===== src/rtl/id_pipe_pkg.sv =====
// Shared RV32I decode constants, operand-select encodings and the control bundle
// passed from id_decode to id_pipe.
package id_pipe_pkg;

  localparam int unsigned INST_W = 32;

  localparam logic [6:0] INST_OP_LOAD   = 7'b0000011;
  localparam logic [6:0] INST_OP_OP_IMM = 7'b0010011;
  localparam logic [6:0] INST_OP_AUIPC  = 7'b0010111;
  localparam logic [6:0] INST_OP_STORE  = 7'b0100011;
  localparam logic [6:0] INST_OP_OP     = 7'b0110011;
  localparam logic [6:0] INST_OP_LUI    = 7'b0110111;
  localparam logic [6:0] INST_OP_BRANCH = 7'b1100011;
  localparam logic [6:0] INST_OP_JALR   = 7'b1100111;
  localparam logic [6:0] INST_OP_JAL    = 7'b1101111;

  localparam logic [2:0] F3_ADD_SUB = 3'b000;
  localparam logic [2:0] F3_SLL     = 3'b001;
  localparam logic [2:0] F3_SLT     = 3'b010;
  localparam logic [2:0] F3_SLTU    = 3'b011;
  localparam logic [2:0] F3_SR      = 3'b101;
  localparam logic [2:0] F3_JALR    = 3'b000;
  localparam logic [2:0] F3_LB      = 3'b000;
  localparam logic [2:0] F3_LH      = 3'b001;
  localparam logic [2:0] F3_LW      = 3'b010;
  localparam logic [2:0] F3_LBU     = 3'b100;
  localparam logic [2:0] F3_LHU     = 3'b101;
  localparam logic [2:0] F3_SB      = 3'b000;
  localparam logic [2:0] F3_SH      = 3'b001;
  localparam logic [2:0] F3_SW      = 3'b010;

  localparam logic [6:0] F7_BASE = 7'h00;
  localparam logic [6:0] F7_ALT  = 7'h20;
  // Shift-immediate funct6: bit 25 belongs to shamt on 64-bit datapaths.
  localparam logic [5:0] F6_BASE = 6'h00;
  localparam logic [5:0] F6_ALT  = 6'h10;

  localparam logic [INST_W-1:0] INST_NOP = 32'h0000_0013;

  typedef enum logic [2:0] {
    FMT_NONE,
    FMT_I,
    FMT_S,
    FMT_B,
    FMT_U,
    FMT_J
  } imm_fmt_e;

  typedef enum logic [1:0] {
    OP1_ZERO,
    OP1_RS1,
    OP1_PC,
    OP1_IMM
  } op1_sel_e;

  typedef enum logic [1:0] {
    OP2_ZERO,
    OP2_RS2,
    OP2_IMM
  } op2_sel_e;

  typedef struct packed {
    logic reg_wen;
    logic mem_ren;
    logic mem_wen;
    logic illegal;
    logic uses_rs1;
    logic uses_rs2;
  } dec_ctrl_t;

  // 32-bit sign-extended immediate for the given format.
  function automatic logic [31:0] imm_of(input logic [31:0] inst, input imm_fmt_e fmt);
    logic [31:0] imm;
    imm = '0;
    case (fmt)
      FMT_I:   imm = {{20{inst[31]}}, inst[31:20]};
      FMT_S:   imm = {{20{inst[31]}}, inst[31:25], inst[11:7]};
      FMT_B:   imm = {{19{inst[31]}}, inst[31], inst[7], inst[30:25], inst[11:8], 1'b0};
      FMT_U:   imm = {inst[31:12], 12'h000};
      FMT_J:   imm = {{11{inst[31]}}, inst[31], inst[19:12], inst[20], inst[30:21], 1'b0};
      default: imm = '0;
    endcase
    return imm;
  endfunction

endpackage


===== src/rtl/id_decode.sv =====
// Combinational RV32I decoder: instruction, address and register read data in,
// operand/control bundle and source-usage flags out.
module id_decode
  import id_pipe_pkg::*;
#(
  parameter int unsigned XLEN   = 32,
  parameter int unsigned REG_AW = 5
) (
  input  logic [INST_W-1:0] i_inst,
  input  logic [XLEN-1:0]   i_inst_addr,
  input  logic [XLEN-1:0]   i_rs1_data,
  input  logic [XLEN-1:0]   i_rs2_data,
  output logic [REG_AW-1:0] o_rs1_addr_c,
  output logic [REG_AW-1:0] o_rs2_addr_c,
  output logic [REG_AW-1:0] o_rd_addr_c,
  output logic [XLEN-1:0]   o_op1_c,
  output logic [XLEN-1:0]   o_op2_c,
  output logic [XLEN-1:0]   o_imm_c,
  output logic [XLEN-1:0]   o_store_data_c,
  output dec_ctrl_t         o_ctrl_c
);

  logic [6:0]      w_opc;
  logic [2:0]      w_f3;
  logic [6:0]      w_f7;
  logic [5:0]      w_f6;
  logic            w_shamt_ok;
  imm_fmt_e        w_fmt;
  logic [XLEN-1:0] w_imm;
  logic            w_legal;
  logic            w_writes;
  logic            w_use1;
  logic            w_use2;
  logic            w_load;
  logic            w_store;
  op1_sel_e        w_op1_sel;
  op2_sel_e        w_op2_sel;

  assign w_opc      = i_inst[6:0];
  assign w_f3       = i_inst[14:12];
  assign w_f7       = i_inst[31:25];
  assign w_f6       = i_inst[31:26];
  assign w_shamt_ok = (XLEN == 64) || !i_inst[25];

  // Immediate format depends on opcode only, so it is reported even for bad funct fields.
  always_comb begin
    w_fmt = FMT_NONE;
    case (w_opc)
      INST_OP_OP_IMM, INST_OP_JALR, INST_OP_LOAD: w_fmt = FMT_I;
      INST_OP_STORE:                              w_fmt = FMT_S;
      INST_OP_BRANCH:                             w_fmt = FMT_B;
      INST_OP_LUI, INST_OP_AUIPC:                 w_fmt = FMT_U;
      INST_OP_JAL:                                w_fmt = FMT_J;
      default:                                    w_fmt = FMT_NONE;
    endcase
  end

  assign w_imm = XLEN'($signed(imm_of(i_inst, w_fmt)));

  // Legality and selects never look at read data, keeping the regfile path loop-free.
  always_comb begin
    w_legal   = 1'b0;
    w_writes  = 1'b0;
    w_use1    = 1'b0;
    w_use2    = 1'b0;
    w_load    = 1'b0;
    w_store   = 1'b0;
    w_op1_sel = OP1_ZERO;
    w_op2_sel = OP2_ZERO;
    case (w_opc)
      INST_OP_OP_IMM: begin
        w_use1    = 1'b1;
        w_writes  = 1'b1;
        w_op1_sel = OP1_RS1;
        w_op2_sel = OP2_IMM;
        case (w_f3)
          F3_SLL:  w_legal = w_shamt_ok && (w_f6 == F6_BASE);
          F3_SR:   w_legal = w_shamt_ok && ((w_f6 == F6_BASE) || (w_f6 == F6_ALT));
          default: w_legal = 1'b1;
        endcase
      end
      INST_OP_OP: begin
        w_use1    = 1'b1;
        w_use2    = 1'b1;
        w_writes  = 1'b1;
        w_op1_sel = OP1_RS1;
        w_op2_sel = OP2_RS2;
        w_legal   = (w_f7 == F7_BASE) ||
                    ((w_f7 == F7_ALT) && ((w_f3 == F3_ADD_SUB) || (w_f3 == F3_SR)));
      end
      INST_OP_BRANCH: begin
        w_use1    = 1'b1;
        w_use2    = 1'b1;
        w_op1_sel = OP1_RS1;
        w_op2_sel = OP2_RS2;
        w_legal   = (w_f3 != F3_SLT) && (w_f3 != F3_SLTU);
      end
      INST_OP_JAL: begin
        w_writes  = 1'b1;
        w_op1_sel = OP1_PC;
        w_op2_sel = OP2_IMM;
        w_legal   = 1'b1;
      end
      INST_OP_JALR: begin
        w_use1    = 1'b1;
        w_writes  = 1'b1;
        w_op1_sel = OP1_RS1;
        w_op2_sel = OP2_IMM;
        w_legal   = (w_f3 == F3_JALR);
      end
      INST_OP_LUI: begin
        w_writes  = 1'b1;
        w_op1_sel = OP1_IMM;
        w_legal   = 1'b1;
      end
      INST_OP_AUIPC: begin
        w_writes  = 1'b1;
        w_op1_sel = OP1_PC;
        w_op2_sel = OP2_IMM;
        w_legal   = 1'b1;
      end
      INST_OP_LOAD: begin
        w_use1    = 1'b1;
        w_writes  = 1'b1;
        w_load    = 1'b1;
        w_op1_sel = OP1_RS1;
        w_op2_sel = OP2_IMM;
        w_legal   = (w_f3 == F3_LB) || (w_f3 == F3_LH) || (w_f3 == F3_LW) ||
                    (w_f3 == F3_LBU) || (w_f3 == F3_LHU);
      end
      INST_OP_STORE: begin
        w_use1    = 1'b1;
        w_use2    = 1'b1;
        w_store   = 1'b1;
        w_op1_sel = OP1_RS1;
        w_op2_sel = OP2_IMM;
        w_legal   = (w_f3 == F3_SB) || (w_f3 == F3_SH) || (w_f3 == F3_SW);
      end
      default: w_legal = 1'b0;
    endcase
  end

  assign o_rs1_addr_c = (w_legal && w_use1) ? REG_AW'(i_inst[19:15]) : '0;
  assign o_rs2_addr_c = (w_legal && w_use2) ? REG_AW'(i_inst[24:20]) : '0;
  assign o_rd_addr_c  = REG_AW'(i_inst[11:7]);
  assign o_imm_c      = w_imm;

  // Operand muxes; an illegal encoding zeroes every operand.
  always_comb begin
    o_op1_c        = '0;
    o_op2_c        = '0;
    o_store_data_c = '0;
    if (w_legal) begin
      case (w_op1_sel)
        OP1_RS1: o_op1_c = i_rs1_data;
        OP1_PC:  o_op1_c = i_inst_addr;
        OP1_IMM: o_op1_c = w_imm;
        default: o_op1_c = '0;
      endcase
      case (w_op2_sel)
        OP2_RS2: o_op2_c = i_rs2_data;
        OP2_IMM: o_op2_c = w_imm;
        default: o_op2_c = '0;
      endcase
      if (w_store) o_store_data_c = i_rs2_data;
    end
  end

  always_comb begin
    o_ctrl_c          = '0;
    o_ctrl_c.reg_wen  = w_legal && w_writes && (i_inst[11:7] != 5'd0);
    o_ctrl_c.mem_ren  = w_legal && w_load;
    o_ctrl_c.mem_wen  = w_legal && w_store;
    o_ctrl_c.illegal  = !w_legal;
    o_ctrl_c.uses_rs1 = w_legal && w_use1;
    o_ctrl_c.uses_rs2 = w_legal && w_use2;
  end

endmodule


===== src/rtl/id_pipe.sv =====
// Registered decode stage between if_id and id_ex: valid/ready on both sides,
// load-use interlock against the held instruction, and EX-driven flush.
module id_pipe
  import id_pipe_pkg::*;
#(
  parameter int unsigned       XLEN        = 32,
  parameter int unsigned       REG_AW      = 5,
  parameter bit                LOAD_USE_EN = 1'b1,
  parameter logic [INST_W-1:0] NOP_INST    = INST_NOP
) (
  input  logic              clk,
  input  logic              rst,
  input  logic              in_valid,
  output logic              in_ready,
  input  logic [INST_W-1:0] inst_i,
  input  logic [XLEN-1:0]   inst_addr_i,
  output logic [REG_AW-1:0] rs1_addr_o,
  output logic [REG_AW-1:0] rs2_addr_o,
  input  logic [XLEN-1:0]   rs1_data_i,
  input  logic [XLEN-1:0]   rs2_data_i,
  input  logic              flush_i,
  output logic              out_valid,
  input  logic              out_ready,
  output logic [INST_W-1:0] inst_o,
  output logic [XLEN-1:0]   inst_addr_o,
  output logic [XLEN-1:0]   op1_o,
  output logic [XLEN-1:0]   op2_o,
  output logic [XLEN-1:0]   imm_o,
  output logic [XLEN-1:0]   store_data_o,
  output logic [REG_AW-1:0] rd_addr_o,
  output logic              reg_wen,
  output logic              mem_ren_o,
  output logic              mem_wen_o,
  output logic              illegal_o
);

  logic [REG_AW-1:0] w_rs1_addr;
  logic [REG_AW-1:0] w_rs2_addr;
  logic [REG_AW-1:0] w_rd_addr;
  logic [XLEN-1:0]   w_op1;
  logic [XLEN-1:0]   w_op2;
  logic [XLEN-1:0]   w_imm;
  logic [XLEN-1:0]   w_store_data;
  dec_ctrl_t         w_ctrl;
  logic              w_advance;
  logic              w_hazard;
  logic              w_load;

  logic              r_out_valid;
  logic [INST_W-1:0] r_inst;
  logic [XLEN-1:0]   r_inst_addr;
  logic [XLEN-1:0]   r_op1;
  logic [XLEN-1:0]   r_op2;
  logic [XLEN-1:0]   r_imm;
  logic [XLEN-1:0]   r_store_data;
  logic [REG_AW-1:0] r_rd_addr;
  logic              r_reg_wen;
  logic              r_mem_ren;
  logic              r_mem_wen;
  logic              r_illegal;

  id_decode #(
    .XLEN   (XLEN),
    .REG_AW (REG_AW)
  ) u_decode (
    .i_inst         (inst_i),
    .i_inst_addr    (inst_addr_i),
    .i_rs1_data     (rs1_data_i),
    .i_rs2_data     (rs2_data_i),
    .o_rs1_addr_c   (w_rs1_addr),
    .o_rs2_addr_c   (w_rs2_addr),
    .o_rd_addr_c    (w_rd_addr),
    .o_op1_c        (w_op1),
    .o_op2_c        (w_op2),
    .o_imm_c        (w_imm),
    .o_store_data_c (w_store_data),
    .o_ctrl_c       (w_ctrl)
  );

  assign rs1_addr_o = w_rs1_addr;
  assign rs2_addr_o = w_rs2_addr;

  assign w_advance = !r_out_valid || out_ready;

  // A held load whose destination feeds the incoming instruction forces one bubble.
  assign w_hazard = LOAD_USE_EN && r_out_valid && r_mem_ren && (r_rd_addr != '0) &&
                    ((w_ctrl.uses_rs1 && (w_rs1_addr == r_rd_addr)) ||
                     (w_ctrl.uses_rs2 && (w_rs2_addr == r_rd_addr)));

  assign in_ready = w_advance && !w_hazard;
  assign w_load   = !flush_i && in_valid && !w_hazard;

  // Output register: flush and hazard both become a bubble with NOP contents.
  always_ff @(posedge clk) begin
    if (rst) begin
      r_out_valid  <= 1'b0;
      r_inst       <= NOP_INST;
      r_inst_addr  <= '0;
      r_op1        <= '0;
      r_op2        <= '0;
      r_imm        <= '0;
      r_store_data <= '0;
      r_rd_addr    <= '0;
      r_reg_wen    <= 1'b0;
      r_mem_ren    <= 1'b0;
      r_mem_wen    <= 1'b0;
      r_illegal    <= 1'b0;
    end else if (w_advance) begin
      r_out_valid <= w_load;
      if (w_load) begin
        r_inst       <= inst_i;
        r_inst_addr  <= inst_addr_i;
        r_op1        <= w_op1;
        r_op2        <= w_op2;
        r_imm        <= w_imm;
        r_store_data <= w_store_data;
        r_rd_addr    <= w_rd_addr;
        r_reg_wen    <= w_ctrl.reg_wen;
        r_mem_ren    <= w_ctrl.mem_ren;
        r_mem_wen    <= w_ctrl.mem_wen;
        r_illegal    <= w_ctrl.illegal;
      end else begin
        r_inst       <= NOP_INST;
        r_inst_addr  <= '0;
        r_op1        <= '0;
        r_op2        <= '0;
        r_imm        <= '0;
        r_store_data <= '0;
        r_rd_addr    <= '0;
        r_reg_wen    <= 1'b0;
        r_mem_ren    <= 1'b0;
        r_mem_wen    <= 1'b0;
        r_illegal    <= 1'b0;
      end
    end
  end

  assign out_valid    = r_out_valid;
  assign inst_o       = r_inst;
  assign inst_addr_o  = r_inst_addr;
  assign op1_o        = r_op1;
  assign op2_o        = r_op2;
  assign imm_o        = r_imm;
  assign store_data_o = r_store_data;
  assign rd_addr_o    = r_rd_addr;
  assign reg_wen      = r_reg_wen;
  assign mem_ren_o    = r_mem_ren;
  assign mem_wen_o    = r_mem_wen;
  assign illegal_o    = r_illegal;

endmodule


===== config.mk =====
export PLATFORM = sky130hd
export DESIGN_NAME = id_pipe
export DESIGN_NICKNAME = d
export VERILOG_FILES = /design/src/rtl/id_pipe_pkg.sv /design/src/rtl/id_decode.sv /design/src/rtl/id_pipe.sv
export SDC_FILE = /design/constraint.sdc
export NUM_CORES = 1
export LEC_CHECK = 0
export ABC_AREA = 1
export CAP_MARGIN = 40
export CORE_ASPECT_RATIO = 1.2
export CORE_MARGIN = 10
export CORE_UTILIZATION = 40
export CTS_CLUSTER_SIZE = 25
export DETAILED_ROUTE_END_ITERATION = 10
export PLACE_DENSITY = 0.71
export SKIP_CTS_REPAIR_TIMING = 1
export SYNTH_ARGS = -nofsm -noshare
export SYNTH_HDL_FRONTEND = slang
export SYNTH_HIERARCHICAL = 1
export SYNTH_SLANG_ARGS = --single-unit

===== constraint.sdc =====
create_clock -name clk -period 4.5 [get_ports clk]
set_input_delay 0.45 -clock clk [delete_from_list [all_inputs] [get_ports clk]]
set_output_delay 0.45 -clock clk [all_outputs]
set_load 0.03 [all_outputs]

==> results of run 1 <==
## routing by layer
| metal | up-vias | wire length [um] | share of wire (%) | GRT usage [%] |
|---|---|---|---|---|
| li1 | 5872 | - | - | - |
| met1 | 5786 | 17800 | 39 | 30.5 |
| met2 | 601 | 22000 | 48 | 42.0 |
| met3 | 82 | 4580 | 10 | 6.98 |
| met4 | 0 | 1660 | 3.6 | 9.70 |
| met5 | - | 0 | 0 | 0 |
## registers in the layout (all words and copies together), names as in the netlist
register and count:
illegal_o 1, imm_o 32, inst_addr_o 32, inst_o 32
mem_ren_o 1, mem_wen_o 1, op1_o 32, op2_o 32
out_valid 1, rd_addr_o 5, reg_wen 1, store_data_o 32
## cell usage after synthesis (all sizes together)
cell / instances / area [um^2]
nand2: 434 / 1640
a21oi: 222 / 1110
dfxtp: 202 / 4040
nand4: 200 / 1250
nor2: 165 / 637
buf: 84 / 582
inv: 77 / 289
clkbuf: 71 / 267
nand3: 64 / 325
a21boi: 52 / 390
a22oi: 12 / 90.1
o21ai: 6 / 30.0
nand3b: 3 / 22.5
ha: 2 / 25.0
nor3: 1 / 5.00
nor4: 1 / 6.26
## worst max-delay path, delay by kind of cell
family                 cells  cell delay, ps
buffers and inverters      5             910
AO/OA/AOI/OAI              1             100
AND/OR/NAND/NOR           14            1800
## power groups by stage
stage                     sequential [W]  clock (W)  combinational, W
after floorplan                  0.00190          0          0.000173
after global placement           0.00186          0          0.000470
after global routing             0.00182    0.00201          0.000505
after detailed placement         0.00186          0          0.000472
final                            0.00182    0.00191          0.000479
after CTS                        0.00182    0.00194          0.000474
## final timing paths
kind	slack (ps)	cells past startpoint	end	startpoint
worst max-delay path	760	20	in_ready	inst_i[3]
worst min-delay path	320	2	inst_addr_o[16]	rst
worst min register to register	460	2	inst_o[30]	inst_o[30]
worst max register to register	2490	9	store_data_o[19]	rd_addr_o[0]
## cell families (layout without fill, tap and decap cells)
group,Yosys count,count (layout),synth area share [%]
and+or+nand+nor,868,868,36.3
AOI/OAI and AO/OA,292,292,15.1
buffers and inverters,232,485,10.6
DFF,202,202,37.7
adders and majority gates,2,2,0.233
other,0,2,0
## cell type report
class,instances,area [um^2]
Antenna cell,2,5.00
Clock buffer,31,664
Clock inverter,7,96.3
Fill cell,2540,11500
Inverter,77,294
Multi-Input combinational cell,1162,5560
Sequential cell,202,4040
Tap cell,335,419
Timing Repair Buffer,370,3720
## metrics by stage
stage | hold WS, ps | total power, W | worst slack [ps] | utilization [%]
3_3_place_gp | 450 | 0.00233 | 741 | 53.2
2_1_floorplan | 590 | 0.00207 | 1370 | -
5_1_grt | 352 | 0.00434 | 442 | 56.2
4_1_cts | 322 | 0.00423 | 817 | 56.2
6_report | 325 | 0.00421 | 757 | 56.2
3_5_place_dp | 454 | 0.00233 | 631 | 53.3
==> impl_results.md, run 1 <==
* Post-layout net count at 1970
* Minimum clock period at 3740 ps
* Slew @ Worst Pin at 1070 ps
* Max-cap violations at 0
* Grt ovf at 0
* Worst path cell trace: clkdlybuf4s50_1 -> inv_1 -> nand2_1 -> nor2_1 -> nand2_1 -> nand2_1 -> inv_1 -> nand2_1 -> nor2_1 -> nand3_2 -> nand2_1 -> nor2_1 -> inv_1 -> nand2_1 -> nand2_1 -> nor2_1 -> nand3_1 -> nand2_2 -> a21oi_1 -> buf_4
* CTS Sinks at 202
* Number of failing hold endpoints at the final stage at 0
* Die height at 199 um
* Power density over the cells at 285 nW/um^2
* Outcome: finished clean
* IO Pins at 346
* Critical path fanouts, max at 6
* DR WL/cell at 21.0 um
* Final setup fails at 0
* Gp weighted congestion at 0.903
* Vias per cell at 5.65
* Worst path max stage delay at 470 ps
* Most used cell, CP: nand2_1
* DR vias at 12341
* Max Clk Rate at 0.267 GHz
* Syn Inst Count at 1596
* Slew Viols, Final at 0
* Worst EP required at 4050 ps
* Crit path max-delay cell type: clkdlybuf4s50_1
* Detail Placement HPWL at 31.3 mm
* Switching power of the nets at 0.00108 W
* Syn avg cell area at 6.71 um^2
* Routed WL at 46.0 mm
* Buffers on Ports at 345
* Core box area at 26400 um^2
* Startpoint Class: primary input
* Layout cells sized above 1 at 4.71%
* Sequential area share after synthesis at 37.7%
* Starting DRC count in detailed routing at 1343
* Commonest non-fill, non-tap cells in the layout: nand2_1 (431), clkdlybuf4s50_1 (338), a21oi_1 (222)
* Final Non-Filler Cells at 2186
* Worst endpoint data arrival time at 3290 ps
* Initial Util at 40.7%
* Setup TNS at 0 ps
* Commonest non-fill, non-tap cell in the layout: nand2_1
* Internal cell power at 0.00313 W
* Yosys warnings at 6
* Inst Count DP at 2146
* Clock buffer depth at 3
* Synth cell types at 27
* Worst Hold Class: in2reg
* ANT nets after route at 0
* Largest net degree at the start of global routing at 203
* Leak at 5.29 nW
* Crit share post-route at 83.2%
* Row count at 65
* Die Wd at 169 um
* Crit Path Class: in2out
* Switch share at 25.6%
* Crit end category: output port
* Yosys reg bits at 202
* Peak supply drop at 298 uV
* Rel. slew slack at 28.8%
* First-pass GRT wire length at 69.1 mm
* Combinational group share of total power at 11.4%
* DP Area at 14000 um^2
* # DRC at 0
* Flop pwr share at 43.2%
* Syn_nets at 1731
* Worst skew pair latency at 530 ps
* Vias in the first global route at 11700
* Router iterations before antenna repair at 5
* Skew final at 8.46 ps
* Design area at 14800 um^2
* Synth Cell Area at 10700 um^2
* CTS tree: built
* RSZ-0062 raised after global routing: false
* GRT Util Overall at 25.3%
* Root buffer cell: clkbuf_16
* Initial antenna violation count at 1
* H-tree Lvls at 1
* Clock transition at path regs at 60 ps
* P&R area growth vs syn at 38.2%
* Total die area at 33800 um^2
* Clock Power Share at 45.4%
* TritonCTS Buffers at 22
Note: power is estimated with default switching activity, not from simulation.
==> run 2, diff against run 1 <==
==> constraint.sdc (replaced) <==
create_clock -name clk -period 3.9 [get_ports clk]
set_input_delay 0.39 -clock clk [delete_from_list [all_inputs] [get_ports clk]]
set_output_delay 0.39 -clock clk [all_outputs]
set_load 0.03 [all_outputs]
==> impl_results.md, run 2 (same netlist as run 1, synthesis figures left out) <==
* Starting DRC count in detailed routing at 1323 (-1.5%)
* Routed WL at 45.8 mm (-0.45%)
* Buffers on Ports at 345 (unchanged)
* Worst path max stage delay at 570 ps (+100 ps)
* Die Wd at 169 um (unchanged)
* CTS tree: built
* Detail Placement HPWL at 32.0 mm (+2.2%)
* Number of failing hold endpoints at the final stage at 0 (unchanged)
* Worst Hold Class: in2reg
* Inst Count DP at 2162 (+0.75%)
* Outcome: finished clean
* Leak at 5.38 nW (+1.8%)
* Power density over the cells at 328 nW/um^2 (+15%)
* RSZ-0062 raised after global routing: false
* R2r setup slk at 1970 ps (-520 ps)
* CTS Sinks at 202 (unchanged)
* ANT nets after route at 0 (unchanged)
* DR vias at 12273 (-0.55%)
* Dpl ws at 238 ps (-394 ps)
* Row count at 65 (unchanged)
* IO Pins at 346 (unchanged)
* Rel. slew slack at 28.6% (-0.15 points)
* DR WL/cell at 20.8 um (-1.1%)
* Slew Viols, Final at 0 (unchanged)
* Crit path max-delay cell type: clkdlybuf4s50_1
* Crit share post-route at 91.4%
* Initial Util at 40.7% (unchanged)
* Final Non-Filler Cells at 2201 (+0.69%)
* Worst EP required at 3510 ps (-540 ps)
* Startpoint Class: primary input
* Skew final at 8.51 ps (+0.0424 ps)
* Clock transition at path regs at 60 ps (about the same)
* Worst path cell trace: clkdlybuf4s50_1 -> nor2_1 -> nand2_1 -> nor2_1 -> o21ai_0 -> nor2_1 -> nor2_1 -> nand3_2 -> nand2_2 -> nor2_1 -> inv_1 -> nor2_1 -> nor2_1 -> nand3_1 -> nand2_2 -> a21oi_2 -> buf_4
* GRT Util Overall at 25.6% (+0.28 points)
* Grt ovf at 0 (unchanged)
* Total die area at 33800 um^2 (unchanged)
* H-tree Lvls at 1 (unchanged)
* WHS at 291 ps (-33.9 ps)
* Critical path fanouts, max at 7 (+1)
* Final setup fails at 0 (unchanged)
* Worst endpoint data arrival time at 3180 ps (-110 ps)
* Setup TNS at 0 ps (unchanged)
* Crit end category: output port
* Slew @ Worst Pin at 1070 ps (+2.20 ps)
* Gp weighted congestion at 0.963 (+6.7%)
* Core box area at 26400 um^2 (unchanged)
* Commonest non-fill, non-tap cell in the layout: nand2_1
* Initial antenna violation count at 1 (unchanged)
* Vias in the first global route at 11747 (+0.40%)
* Delay-heaviest family, CP: simple AND/OR/NAND/NOR gates
* Vias per cell at 5.58 (-1.2%)
* Post-layout net count at 1986 (+0.81%)
* Die height at 199 um (unchanged)
* Bufs and invs on worst path at 3 (-2)
* Root buffer cell: clkbuf_16
* # DRC at 0 (unchanged)
* Layout cells sized above 1 at 6.01% (+1.3 points)
* Router iterations before antenna repair at 6 (+1)
* Minimum clock period at 3570 ps
* Commonest non-fill, non-tap cells in the layout: nand2_1 (430), clkdlybuf4s50_1 (333), a21oi_1 (221)
* Largest net degree at the start of global routing at 203 (unchanged)
* P&R area growth vs syn at 39.7%
* TritonCTS Buffers at 22 (unchanged)
* First-pass GRT wire length at 69.7 mm (+0.77%)
* Crit Path Class: in2out
* PnR worst setup slack at 334 ps (-423 ps)
* Max Clk Rate at 0.280 GHz
* Max-cap violations at 0 (unchanged)
* Worst skew pair latency at 520 ps (about the same)
* Clock buffer depth at 3 (unchanged)
* Most used cell, CP: nor2_1
* Peak supply drop at 246 uV (-18%)
==> run 2: area by class of cell <==
type / instances / area [um^2]
Fill cell: 2584 / 11400
Multi-Input combinational cell: 1162 / 5580
Sequential cell: 202 / 4040
Timing Repair Buffer: 386 / 3870
Clock buffer: 30 / 641
Tap cell: 335 / 419
Inverter: 77 / 294
Clock inverter: 7 / 124
Antenna cell: 2 / 5.00
==> run 2: through the flow <==
stage | total power, W | util, % | area, um^2
after floorplan | 0.00239 | - | 10700
after global placement | 0.00269 | 53.7 | 14200
after detailed placement | 0.00270 | 53.8 | 14200
after CTS | 0.00493 | 56.7 | 15000
after global routing | 0.00507 | 56.8 | 15000
final | 0.00491 | 56.8 | 15000
==> run 2: worst paths after layout <==
check | startpoint | end | cells past startpoint
setup / recovery | inst_i[25] | in_ready | 17
hold / removal | rst | op1_o[17] | 2
setup reg to reg | out_valid | op1_o[19] | 5
hold reg to reg | inst_o[30] | inst_o[30] | 2
==> run 2: per-layer routing <==
metal	track usage (%)	vias up	routed length, um
li1	-	5904	-
met1	30.9	5721	18000
met2	41.4	553	21300
met3	7.00	95	4260
met4	12.0	0	2120
met5	0	-	0
==> run 2: power by group <==
part,internal [W],switching [W],leakage [nW]
registers,0.00209,0.0000145,1.63
clock network,0.00134,0.000901,0.374
logic,0.000222,0.000337,3.38
==> run 3, diff against run 2 <==
--- a/config.mk
+++ b/config.mk
@@ -10,7 +10,6 @@
 export CORE_ASPECT_RATIO = 1.2
 export CORE_MARGIN = 10
 export CORE_UTILIZATION = 40
-export CTS_CLUSTER_SIZE = 25
 export DETAILED_ROUTE_END_ITERATION = 10
 export PLACE_DENSITY = 0.71
 export SKIP_CTS_REPAIR_TIMING = 1
==> results of run 3 <==
Final layout, timing and power as in run 2 (identical DEF).
